===== config.mk =====
export PLATFORM = sky130hd
export DESIGN_NAME = transient_shaper_mc
export DESIGN_NICKNAME = d
export VERILOG_FILES = /design/src/rtl/transient_shaper_pkg.sv /design/src/rtl/envelope_follower.sv /design/src/rtl/transient_shaper_mc.sv
export SDC_FILE = /design/constraint.sdc
export NUM_CORES = 1
export LEC_CHECK = 0
export BUFFER_PORTS_ARGS = -buffer_cell sky130_fd_sc_hd__buf_4
export CAP_MARGIN = 10
export CORE_MARGIN = 8
export CORE_UTILIZATION = 40
export DETAILED_ROUTE_END_ITERATION = 16
export PLACE_DENSITY_LB_ADDON = 0.12
export SLEW_MARGIN = 10
export SYNTH_ARGS = -nofsm -noshare
export SYNTH_HDL_FRONTEND = slang
export SYNTH_SLANG_ARGS = --single-unit

===== constraint.sdc =====
create_clock -name clk -period 10.3 [get_ports clk]
set_input_delay 0.515 -clock clk [delete_from_list [all_inputs] [get_ports clk]]
set_output_delay 0.515 -clock clk [all_outputs]
set_load 0.005 [all_outputs]

===== src/rtl/transient_shaper_pkg.sv =====
`default_nettype none
// ============================================================================
//  Module      : transient_shaper_pkg
//  Description : Shared FSM state type, gain constants and saturation helper
//                for the multi-channel transient shaper.
//  Revision    : 1.0 - initial release
// ============================================================================
package transient_shaper_pkg;

    typedef enum logic [1:0] {
        IDLE = 2'd0,
        RUN  = 2'd1,
        DONE = 2'd2
    } state_t;

    localparam int GAIN_UNITY = 4;
    localparam int GAIN_FRAC  = 2;

    // Clamp a signed value to the range of a w-bit two's complement number.
    function automatic logic signed [31:0] sat(input logic signed [31:0] v, input int w);
        logic signed [31:0] hi;
        logic signed [31:0] lo;
        hi = (32'sd1 <<< (w - 1)) - 32'sd1;
        lo = -hi - 32'sd1;
        if (v > hi) begin
            return hi;
        end
        if (v < lo) begin
            return lo;
        end
        return v;
    endfunction

endpackage
`default_nettype wire


===== src/rtl/envelope_follower.sv =====
`default_nettype none
// ============================================================================
//  Module      : envelope_follower
//  Description : Combinational fast/slow envelope update and attack detect,
//                time-shared across channels by the shaper top level.
//  Revision    : 1.0 - initial release
// ============================================================================
module envelope_follower
    import transient_shaper_pkg::*;
#(
    parameter int WIDTH      = 8,
    parameter int FAST_SHIFT = 2,
    parameter int SLOW_SHIFT = 6,
    parameter int THRESH     = 2
) (
    input  logic [WIDTH-2:0]            i_rect,
    input  logic [WIDTH+SLOW_SHIFT-2:0] i_fast,
    input  logic [WIDTH+SLOW_SHIFT-2:0] i_slow,
    output logic [WIDTH+SLOW_SHIFT-2:0] o_fast,
    output logic [WIDTH+SLOW_SHIFT-2:0] o_slow,
    output logic                        o_attack
);

    localparam int               c_env_w  = WIDTH - 1 + SLOW_SHIFT;
    localparam logic [WIDTH:0]   c_thresh = (WIDTH + 1)'(THRESH);

    logic signed [c_env_w:0] w_r;
    logic signed [c_env_w:0] w_fast;
    logic signed [c_env_w:0] w_slow;
    logic signed [c_env_w:0] w_fast_d;
    logic signed [c_env_w:0] w_slow_d;
    logic        [WIDTH:0]   w_si_th;

    // Rectified sample scaled into the envelope's fixed-point format.
    assign w_r      = $signed({1'b0, i_rect, {SLOW_SHIFT{1'b0}}});
    assign w_fast   = $signed({1'b0, i_fast});
    assign w_slow   = $signed({1'b0, i_slow});
    assign w_fast_d = w_r - w_fast;
    assign w_slow_d = w_r - w_slow;

    // Results stay between old value and target, so they always fit unsigned.
    assign o_fast = c_env_w'(w_fast + (w_fast_d >>> FAST_SHIFT));
    assign o_slow = c_env_w'(w_slow + (w_slow_d >>> SLOW_SHIFT));

    assign w_si_th  = {2'b00, o_slow[c_env_w-1:SLOW_SHIFT]} + c_thresh;
    assign o_attack = ({2'b00, o_fast[c_env_w-1:SLOW_SHIFT]} > w_si_th);

endmodule
`default_nettype wire


===== src/rtl/transient_shaper_mc.sv =====
`default_nettype none
// ============================================================================
//  Module      : transient_shaper_mc
//  Description : Multi-channel transient shaper; one shared datapath walks the
//                channels of each accepted frame, then publishes the result.
//  Revision    : 1.0 - initial release
// ============================================================================
module transient_shaper_mc
    import transient_shaper_pkg::*;
#(
    parameter int WIDTH      = 8,
    parameter int CHANNELS   = 2,
    parameter int GAIN_BITS  = 3,
    parameter int FAST_SHIFT = 2,
    parameter int SLOW_SHIFT = 6,
    parameter int THRESH     = 2
) (
    input  logic                        clk,
    input  logic                        rst,
    input  logic                        ena,
    input  logic                        in_valid,
    output logic                        in_ready,
    input  logic [CHANNELS*WIDTH-1:0]   audio_in,
    input  logic [GAIN_BITS-1:0]        attack_amt,
    input  logic [GAIN_BITS-1:0]        sustain_amt,
    output logic [CHANNELS*WIDTH-1:0]   audio_out,
    output logic                        out_valid,
    output logic [CHANNELS-1:0]         transient
);

    localparam int                c_env_w   = WIDTH - 1 + SLOW_SHIFT;
    localparam int                c_ch_w    = (CHANNELS > 1) ? $clog2(CHANNELS) : 1;
    localparam logic [c_ch_w-1:0] c_last_ch = c_ch_w'(CHANNELS - 1);
    localparam int                c_prod_w  = WIDTH + GAIN_BITS + 1;

    state_t                       r_state;
    state_t                       w_state_next;
    logic [c_ch_w-1:0]            r_ch;
    logic [CHANNELS*WIDTH-1:0]    r_frame;
    logic [CHANNELS*WIDTH-1:0]    r_work;
    logic [CHANNELS*WIDTH-1:0]    w_work_next;
    logic [CHANNELS-1:0]          r_work_tr;
    logic [CHANNELS-1:0]          w_tr_next;
    logic [GAIN_BITS-1:0]         r_att;
    logic [GAIN_BITS-1:0]         r_sus;
    logic                         r_ena;
    logic [c_env_w-1:0]           r_fast [CHANNELS];
    logic [c_env_w-1:0]           r_slow [CHANNELS];

    logic                         w_accept;
    logic                         w_last;
    logic signed [WIDTH-1:0]      w_x;
    logic [WIDTH-2:0]             w_rect;
    logic [c_env_w-1:0]           w_fast_new;
    logic [c_env_w-1:0]           w_slow_new;
    logic                         w_attack;
    logic                         w_phase;
    logic [GAIN_BITS-1:0]         w_gain;
    logic signed [c_prod_w-1:0]   w_prod;
    logic signed [WIDTH-1:0]      w_y_gain;
    logic signed [WIDTH-1:0]      w_y;

    // ------------------------------------------------------------------ FSM
    always_ff @(posedge clk) begin
        if (rst) begin
            r_state <= IDLE;
        end else begin
            r_state <= w_state_next;
        end
    end

    assign w_last = (r_ch == c_last_ch);

    always_comb begin
        w_state_next = r_state;
        in_ready     = 1'b0;
        out_valid    = 1'b0;
        w_accept     = 1'b0;
        case (r_state)
            IDLE: begin
                in_ready = 1'b1;
                if (in_valid) begin
                    w_accept     = 1'b1;
                    w_state_next = RUN;
                end
            end
            RUN: begin
                if (w_last) begin
                    w_state_next = DONE;
                end
            end
            DONE: begin
                out_valid    = 1'b1;
                w_state_next = IDLE;
            end
            default: w_state_next = IDLE;
        endcase
    end

    // ------------------------------------------------------------- datapath
    assign w_x = r_frame[r_ch*WIDTH +: WIDTH];

    // Magnitude in WIDTH-1 bits; the most negative code has no positive twin.
    always_comb begin
        w_rect = w_x[WIDTH-2:0];
        if (w_x[WIDTH-1]) begin
            if (w_x[WIDTH-2:0] == '0) begin
                w_rect = '1;
            end else begin
                w_rect = ~w_x[WIDTH-2:0] + (WIDTH - 1)'(1);
            end
        end
    end

    envelope_follower #(
        .WIDTH      (WIDTH),
        .FAST_SHIFT (FAST_SHIFT),
        .SLOW_SHIFT (SLOW_SHIFT),
        .THRESH     (THRESH)
    ) u_env (
        .i_rect   (w_rect),
        .i_fast   (r_fast[r_ch]),
        .i_slow   (r_slow[r_ch]),
        .o_fast   (w_fast_new),
        .o_slow   (w_slow_new),
        .o_attack (w_attack)
    );

    assign w_phase  = w_attack & r_ena;
    assign w_gain   = w_phase ? r_att : r_sus;
    assign w_prod   = c_prod_w'(w_x) * c_prod_w'($signed({1'b0, w_gain}));
    assign w_y_gain = WIDTH'(sat(32'(w_prod >>> GAIN_FRAC), WIDTH));
    assign w_y      = r_ena ? w_y_gain : w_x;

    always_comb begin
        w_work_next                        = r_work;
        w_work_next[r_ch*WIDTH +: WIDTH]   = w_y;
        w_tr_next                          = r_work_tr;
        w_tr_next[r_ch]                    = w_phase;
    end

    // Output register loads on the last channel so it is visible during DONE.
    always_ff @(posedge clk) begin
        if (rst) begin
            r_ch      <= '0;
            r_frame   <= '0;
            r_work    <= '0;
            r_work_tr <= '0;
            r_att     <= '0;
            r_sus     <= '0;
            r_ena     <= 1'b0;
            audio_out <= '0;
            transient <= '0;
            for (int c = 0; c < CHANNELS; c++) begin
                r_fast[c] <= '0;
                r_slow[c] <= '0;
            end
        end else begin
            if (w_accept) begin
                r_frame <= audio_in;
                r_att   <= attack_amt;
                r_sus   <= sustain_amt;
                r_ena   <= ena;
                r_ch    <= '0;
            end
            if (r_state == RUN) begin
                r_work    <= w_work_next;
                r_work_tr <= w_tr_next;
                if (r_ena) begin
                    r_fast[r_ch] <= w_fast_new;
                    r_slow[r_ch] <= w_slow_new;
                end
                if (w_last) begin
                    audio_out <= w_work_next;
                    transient <= w_tr_next;
                end else begin
                    r_ch <= r_ch + c_ch_w'(1);
                end
            end
        end
    end

endmodule
`default_nettype wire


# After elaboration in Yosys (flattened, before gate mapping)
# Memory sizes are Yosys's and may differ from the RTL's. A register that Yosys moved wholly into a read port is not among the register bits.
# Cells that the tools add are included.
[classes]
muxes = 39
n_mul = 1
n_reduce_logical = 7
shift = 3
n_lt_le_gt_ge = 5
bitwise_logic = 2
eq_ne = 4
n_div = 0
n_addsub = 8
[ops]
columns = ["operator", "count"]
rows = [
  ["$mux W8", 5],
  ["$neg A4 Y34", 1],
  ["$shift A8 B34 Y16 const A", 1],
  ["$shiftx A8 B34 Y16", 1],
  ["$sub A13 B13 Y14", 2],
  ["$mux W13", 2],
  ["$reduce_or A13 Y1", 2],
  ["$mux W1", 23],
  ["$bwmux W16", 1],
  ["$shiftx A16 B5 Y8", 1],
  ["$mux W7", 2],
  ["$add A13 B12 Y13", 1],
  ["$add A13 B8 Y13", 1],
  ["$mul A8 B4 Y12", 1],
  ["$gt A10 B8 Y1 const B", 1],
  ["$lt A10 B8 Y1 const B", 1],
  ["$add A7 B2 Y8 const B", 1],
  ["$gt A7 B8 Y1", 1],
  ["$add A7 B1 Y7 const B", 1],
  ["$logic_not A7 Y1", 1],
  ["$not A7 Y7", 1],
  ["$mux W2", 2],
  ["$ne A2 B2 Y1 const B", 2],
  ["$pmux W2 S2", 1],
  ["other kinds (12)", 13],
]
[totals]
input_bits = 26
word_cells = 81
ramBits = 52
reg_bits = 62
latch_bits = 0
output_inout_bits = 20
romBits = 0
mem_count = 2
[mem_list]
columns = ["name", "words", "width", "rd", "rd_ports_with_merged_regs", "write_ports", "line", "text"]
rows = [
  ["r_fast", 2, 13, 1, 1, 2, "transient_shaper_mc.sv:47", "logic [c_env_w-1:0] r_fast [CHANNELS];"],
  ["r_slow", 2, 13, 1, 1, 2, "transient_shaper_mc.sv:48", "logic [c_env_w-1:0] r_slow [CHANNELS];"],
]

# Longest topological paths before layout
[depth]
ltp_word = 20
depth_mapped = 49

# Hierarchy
# A second synthesis with hierarchy kept.
[hier_totals]
cells_unflattened = 853
hier_area_um2 = 7679.9
[modules_own_cells]
columns = ["module", "seq_area_each_um2", "cells_per_inst", "n_inst", "area_per_inst_um2"]
rows = [
  ["transient_shaper_mc", 2622.5, 597, 1, 5703.0],
  ["envelope_follower", 0.0, 256, 1, 1976.9],
]

# Worst setup path after synthesis
# Ideal clock, no wire load.
[synth_timing]
path_kind = "register to register"
from = "reg r_ch"
to = "reg audio_out[11]"
t_arrival_ns = 10.140
path_stages_with_launch = 48
setup_ns = 0.115
required_time_ns = 10.185
setup_slack_ns = 0.045
cell_sequence = "dfxtp_1 buf_6 buf_2 buf_2 buf_1 clkbuf_1 mux2i_1 ha_1 or4bb_1 o22ai_2 a221o_1 a31o_2 a21o_1 a21oi_1 xnor2_1 ha_1 o21ai_0 nand2b_1 [... 12 more ...] o41ai_4 mux2i_2 nor2_1 ha_1 inv_1 fa_1 inv_1 ha_1 a21o_1 a21oi_1 o21ai_0 a2111oi_1 nor3_1 a211oi_1 o21ai_1 and3_1 clkbuf_1 a2111oi_0"
[synth_via]
elab_chain_len = 20
word_cells_on_any_way = 29
[synth_rtl]
columns = ["item", "line", "text"]
rows = [
  ["start: declaration", "transient_shaper_mc.sv:38", "logic [c_ch_w-1:0] r_ch;"],
  ["start signal: assignment", "transient_shaper_mc.sv:177", "r_ch <= r_ch + c_ch_w'(1);"],
  ["$shiftx A16 B5 Y8 (*)", "transient_shaper_mc.sv:101", "assign w_x = r_frame[r_ch*WIDTH +: WIDTH];"],
  ["$not A7 Y7", "transient_shaper_mc.sv:110", "w_rect = ~w_x[WIDTH-2:0] + (WIDTH - 1)'(1);"],
  ["$add A7 B1 Y7", "transient_shaper_mc.sv:110", ""],
  ["$mux W7", "transient_shaper_mc.sv:107", "if (w_x[WIDTH-2:0] == '0) begin"],
  ["$mux W7 (*)", "transient_shaper_mc.sv:106", "if (w_x[WIDTH-1]) begin"],
  ["$sub A13 B13 Y14 (*)", "envelope_follower.sv:39", "assign w_slow_d = w_r - w_slow;"],
  ["$add A13 B8 Y13 (*)", "envelope_follower.sv:43", "assign o_slow = c_env_w'(w_slow + (w_slow_d >>> SLOW_SHIFT));"],
  ["named net u_env.o_slow[8]", "envelope_follower.sv:20", "output logic [WIDTH+SLOW_SHIFT-2:0] o_slow,"],
  ["[... 4 more ...]", "-", ""],
  ["$mul A8 B4 Y12 (*)", "transient_shaper_mc.sv:131", "assign w_prod = c_prod_w'(w_x) * c_prod_w'($signed({1'b0, w_gain}));"],
  ["$lt A10 B8 Y1", "transient_shaper_pkg.sv:28", "if (v < lo) begin"],
  ["$mux W1 (2 in a row)", "transient_shaper_pkg.sv:28", ""],
  ["$mux W8", "transient_shaper_pkg.sv:31", "return v;"],
  ["$mux W8 (*)", "transient_shaper_pkg.sv:28", ""],
  ["$mux W8 (*)", "transient_shaper_mc.sv:133", "assign w_y = r_ena ? w_y_gain : w_x;"],
  ["$shiftx A8 B34 Y16 (*)", "transient_shaper_mc.sv:137", "w_work_next[r_ch*WIDTH +: WIDTH] = w_y;"],
  ["$bwmux W16 (*)", "transient_shaper_mc.sv:137", ""],
  ["end signal: assignment", "transient_shaper_mc.sv:174", "audio_out <= w_work_next;"],
  ["end: declaration", "transient_shaper_mc.sv:26", "output logic [CHANNELS*WIDTH-1:0] audio_out,"],
]
# The timed path passes the listed nets; every way through them passes the cells marked *. The select of a mux whose other input is x is not followed.
# A chain may end at the register's enable or synchronous reset.

# Worst setup path after layout
[layout_timing]
from = "reg r_ch"
to = "reg audio_out[12]"
# Same word-level chain as after synthesis.

==> results by group <==
Yosys
  • Cell count after synthesis: ~860
  • Dominant cell type by area after synthesis: edfxtp_1
  • Sequential area share after synthesis: 0.348
  • Synthesized cell area: approximately 0.0075 mm2
  • Synth Area in Simple Gates: 0.190
  • Syn avg cell area: between 8 and 9 um2
  • Asr flop ratio synth: 0
  • XOR/XNOR Fraction of Synth Area: 0.0615
  • Post-Syn Nets: roughly 960
  • Ys Warns: 0
  • Synth Area in Compound Gates: 0.147
  • Most used DFF post-synth: dfxtp_1
  • Synth cell types: 70
  • Largest family of logic cells by synthesized area: simple AND/OR/NAND/NOR gates
  • Adder-cell share of the synthesized area: 0.140
  • Yosys top cell area share: 0.207
  • Multiplexer share of the synthesized area: 0.0613
  • Dominant cells by area after synthesis: edfxtp_1, dfxtp_1, ha_1
  • EDFF count, synth: between 50 and 60
  • Synth Register Bits: 105

Route
  • DRT iter0 DRCs: ~280
  • Drt total wl: approximately 19 mm
  • Vias per cell: roughly 5.2
  • Drc violations: 0
  • Avg WL per Cell: 16.4 um
  • ANT nets after route: 0
  • Vias: 5951
  • Drt pass-1 iters: 4

Layout
  • Fraction of layout cells with a size suffix above 1: 0.147
  • Area Overhead vs Synth: 14.6%
  • Fin util: 0.465
  • Final nets: between 1000 and 1500
  • Ant diodes: 0

STA
  • Min Clock Period, post-route: 9670 ps
  • Max Slew Vio Count: 0
  • TNS Setup: 0 ps
  • Final Hold Vio Count: 0
  • Max transition margin: 0.321
  • Max Clock Skew: 12.4 ps
  • Setup Viol. Count Final: 0
  • Fmax achieved: just over 100 MHz
  • Final Cycle Share: 0.939
  • Worst-Margin Slew: 1020 ps

Global route
  • Initial antenna violation count: 0
  • Largest net degree at the start of global routing: 50
  • Tot GR Track Use: 0.159
  • GR Overflow Total: 0
  • Vias in the first global route: 5871
  • First-pass GRT wire length: 30.3 mm

Clock tree
  • Deepest clock path buffer count: 2
  • Clock latency on the worst-skew pair: between 300 and 400 ps
  • H-tree depth: 3
  • CTS buffer count: 9
  • Clock transition at the registers of the reported paths: roughly 70 ps
  • # Post-CTS Setup Buffers: 0
  • Num Clock Sinks: about 110
  • CTS tree: yes
  • Root Driver: clkbuf_16

Floorplanning
  • Initial Util: 0.405
  • Chip width: around 150 um
  • Die area: roughly 0.023 mm2
  • Std cell rows: 50
  • Core Region: ~0.019 mm2
  • Chip height: approximately 150 um
  • Num ports: 46

Worst setup path
  • Crit path kind: register to register
  • CP max-delay cell: fa_1
  • Buf/Inv on CP: 5
  • CP dominant cell by count: ha_1
  • Arr. time, crit path: 9920 ps
  • Largest delay share family, worst path: compound AO/OA/AOI/OAI gates
  • Crit start category: register
  • Critical Path Fanout Max: 9
  • Critical path's largest stage delay: roughly 600 ps
  • CP Capture Type: register
  • Reg2Reg Setup Slack: 630 ps
  • Worst EP required: 10550 ps

Place
  • Port bufs: 45
  • Post-DP HPWL: about 14 mm
  • RePlAce Congestion: 0.832

Power
  • Total power: about 1.7 mW
  • Leakage power: between 3 and 4 nW
  • Power density over the cells: roughly 200 mW/mm2
  • VDD IR max: about 0.00011 V

Job
  • Max-cap violations: 0

Min path
  • Type of the most critical hold path: primary input to register

Run status
  • Run status: completed
-- path summary, 6_finish.rpt --
check	from	end	cells past startpoint
max	r_ch	audio_out[12]	43
min	audio_in[15]	r_frame[15]	3
max reg2reg	r_ch	audio_out[12]	43
min reg2reg	r_work[7]	audio_out[7]	2
-- layout make-up --
type,instances,area [um2]
repair buffers,66,499
clock buffers,12,279
flip-flops and latches,105,2630
clock inverters,4,28.8
multi-input cells,646,4640
well taps,234,293
fillers,1818,9940
inverters,73,274
-- Yosys cell counts, types with 10 or more instances --
| library cell | instances |
|---|---|
| nor2b_1 | 10 |
| mux2i_1 | 25 |
| mux2_2 | 15 |
| clkbuf_1 | 27 |
| inv_1 | 72 |
| nor3_1 | 21 |
| a211oi_1 | 11 |
| a21oi_1 | 66 |
| nor2_1 | 96 |
| nand2_1 | 97 |
| o21a_1 | 12 |
| nand3_1 | 13 |
| o21ai_0 | 30 |
| nand2b_1 | 11 |
| xnor2_1 | 31 |
| fa_1 | 10 |
| edfxtp_1 | 52 |
| a21o_1 | 11 |
| and2_1 | 17 |
| ha_1 | 68 |
| xor2_1 | 20 |
| dfxtp_1 | 53 |
-- worst register-to-register path: cells and delay by family, from the launching register on --
kind | cells | cell delay [ps]
AO/OA/AOI/OAI | 20 | 3780
XOR/XNOR | 2 | 320
adder cells (fa/ha/maj) | 7 | 2300
buffers and inverters | 5 | 470
flip-flops | 1 | 450
multiplexers | 2 | 600
AND/OR/NAND/NOR | 7 | 1650
-- registers in the layout, summed over array words and instances, names as in the netlist, 2 cells and up --
name	count
r_state	2
r_fast	26
transient	2
r_work	8
audio_out	16
r_sus	3
r_att	3
r_frame	16
r_slow	26
-- metrics by stage --
stage	setup WS [ps]	instance area, um2	hold WS, ps	instances
floorplan	45.2	7530	429	855
global placement	451	8200	446	1124
detailed placement	131	8200	444	1124
CTS	49.2	8500	391	1140
global route	-7.51	8640	401	1140
finish	629	8640	407	1140
-- cells by family after synthesis --
group,after synthesis
xor gates and xnor gates,52
buffers and inverters,104
adders and majority gates,78
DFF,105
AOI/OAI and AO/OA,171
muxes,43
and+or+nand+nor,302
-- layer usage --
metal | track usage | wire length [um] | vias to the layer above
met5 | 0 | 0 | -
met1 | 0.211 | 9120 | 2780
li1 | - | - | 3056
met2 | 0.259 | 8570 | 94
met3 | 0.0285 | 686 | 21
met4 | 0.0471 | 288 | 0
-- power by group --
part	leakage, nW	total (mW)	internal [mW]	switching (mW)
clock	0.156	0.356	0.195	0.160
combinational	2.55	0.885	0.380	0.504
sequential	0.971	0.475	0.459	0.0165
-- layout by cell type (no fill, tap or decap), types with 15 or more instances in the layout --
master and instances:
a21oi_1 65, and2_1 17, buf_4 65, dfxtp_1 52
edfxtp_1 52, ha_1 66, inv_1 72, mux2_2 15
mux2i_1 22, nand2_1 96, nor2_1 96, nor3_1 21
o21ai_0 28, xnor2_1 31, xor2_1 19
-- what timing repair did --
action                     4_1_cts  5_1_grt
setup endpoints to repair        0       16
hold buffers                     0        0
gates resized for setup          0       29
No activity file was read; power rests on OpenSTA's default activity.
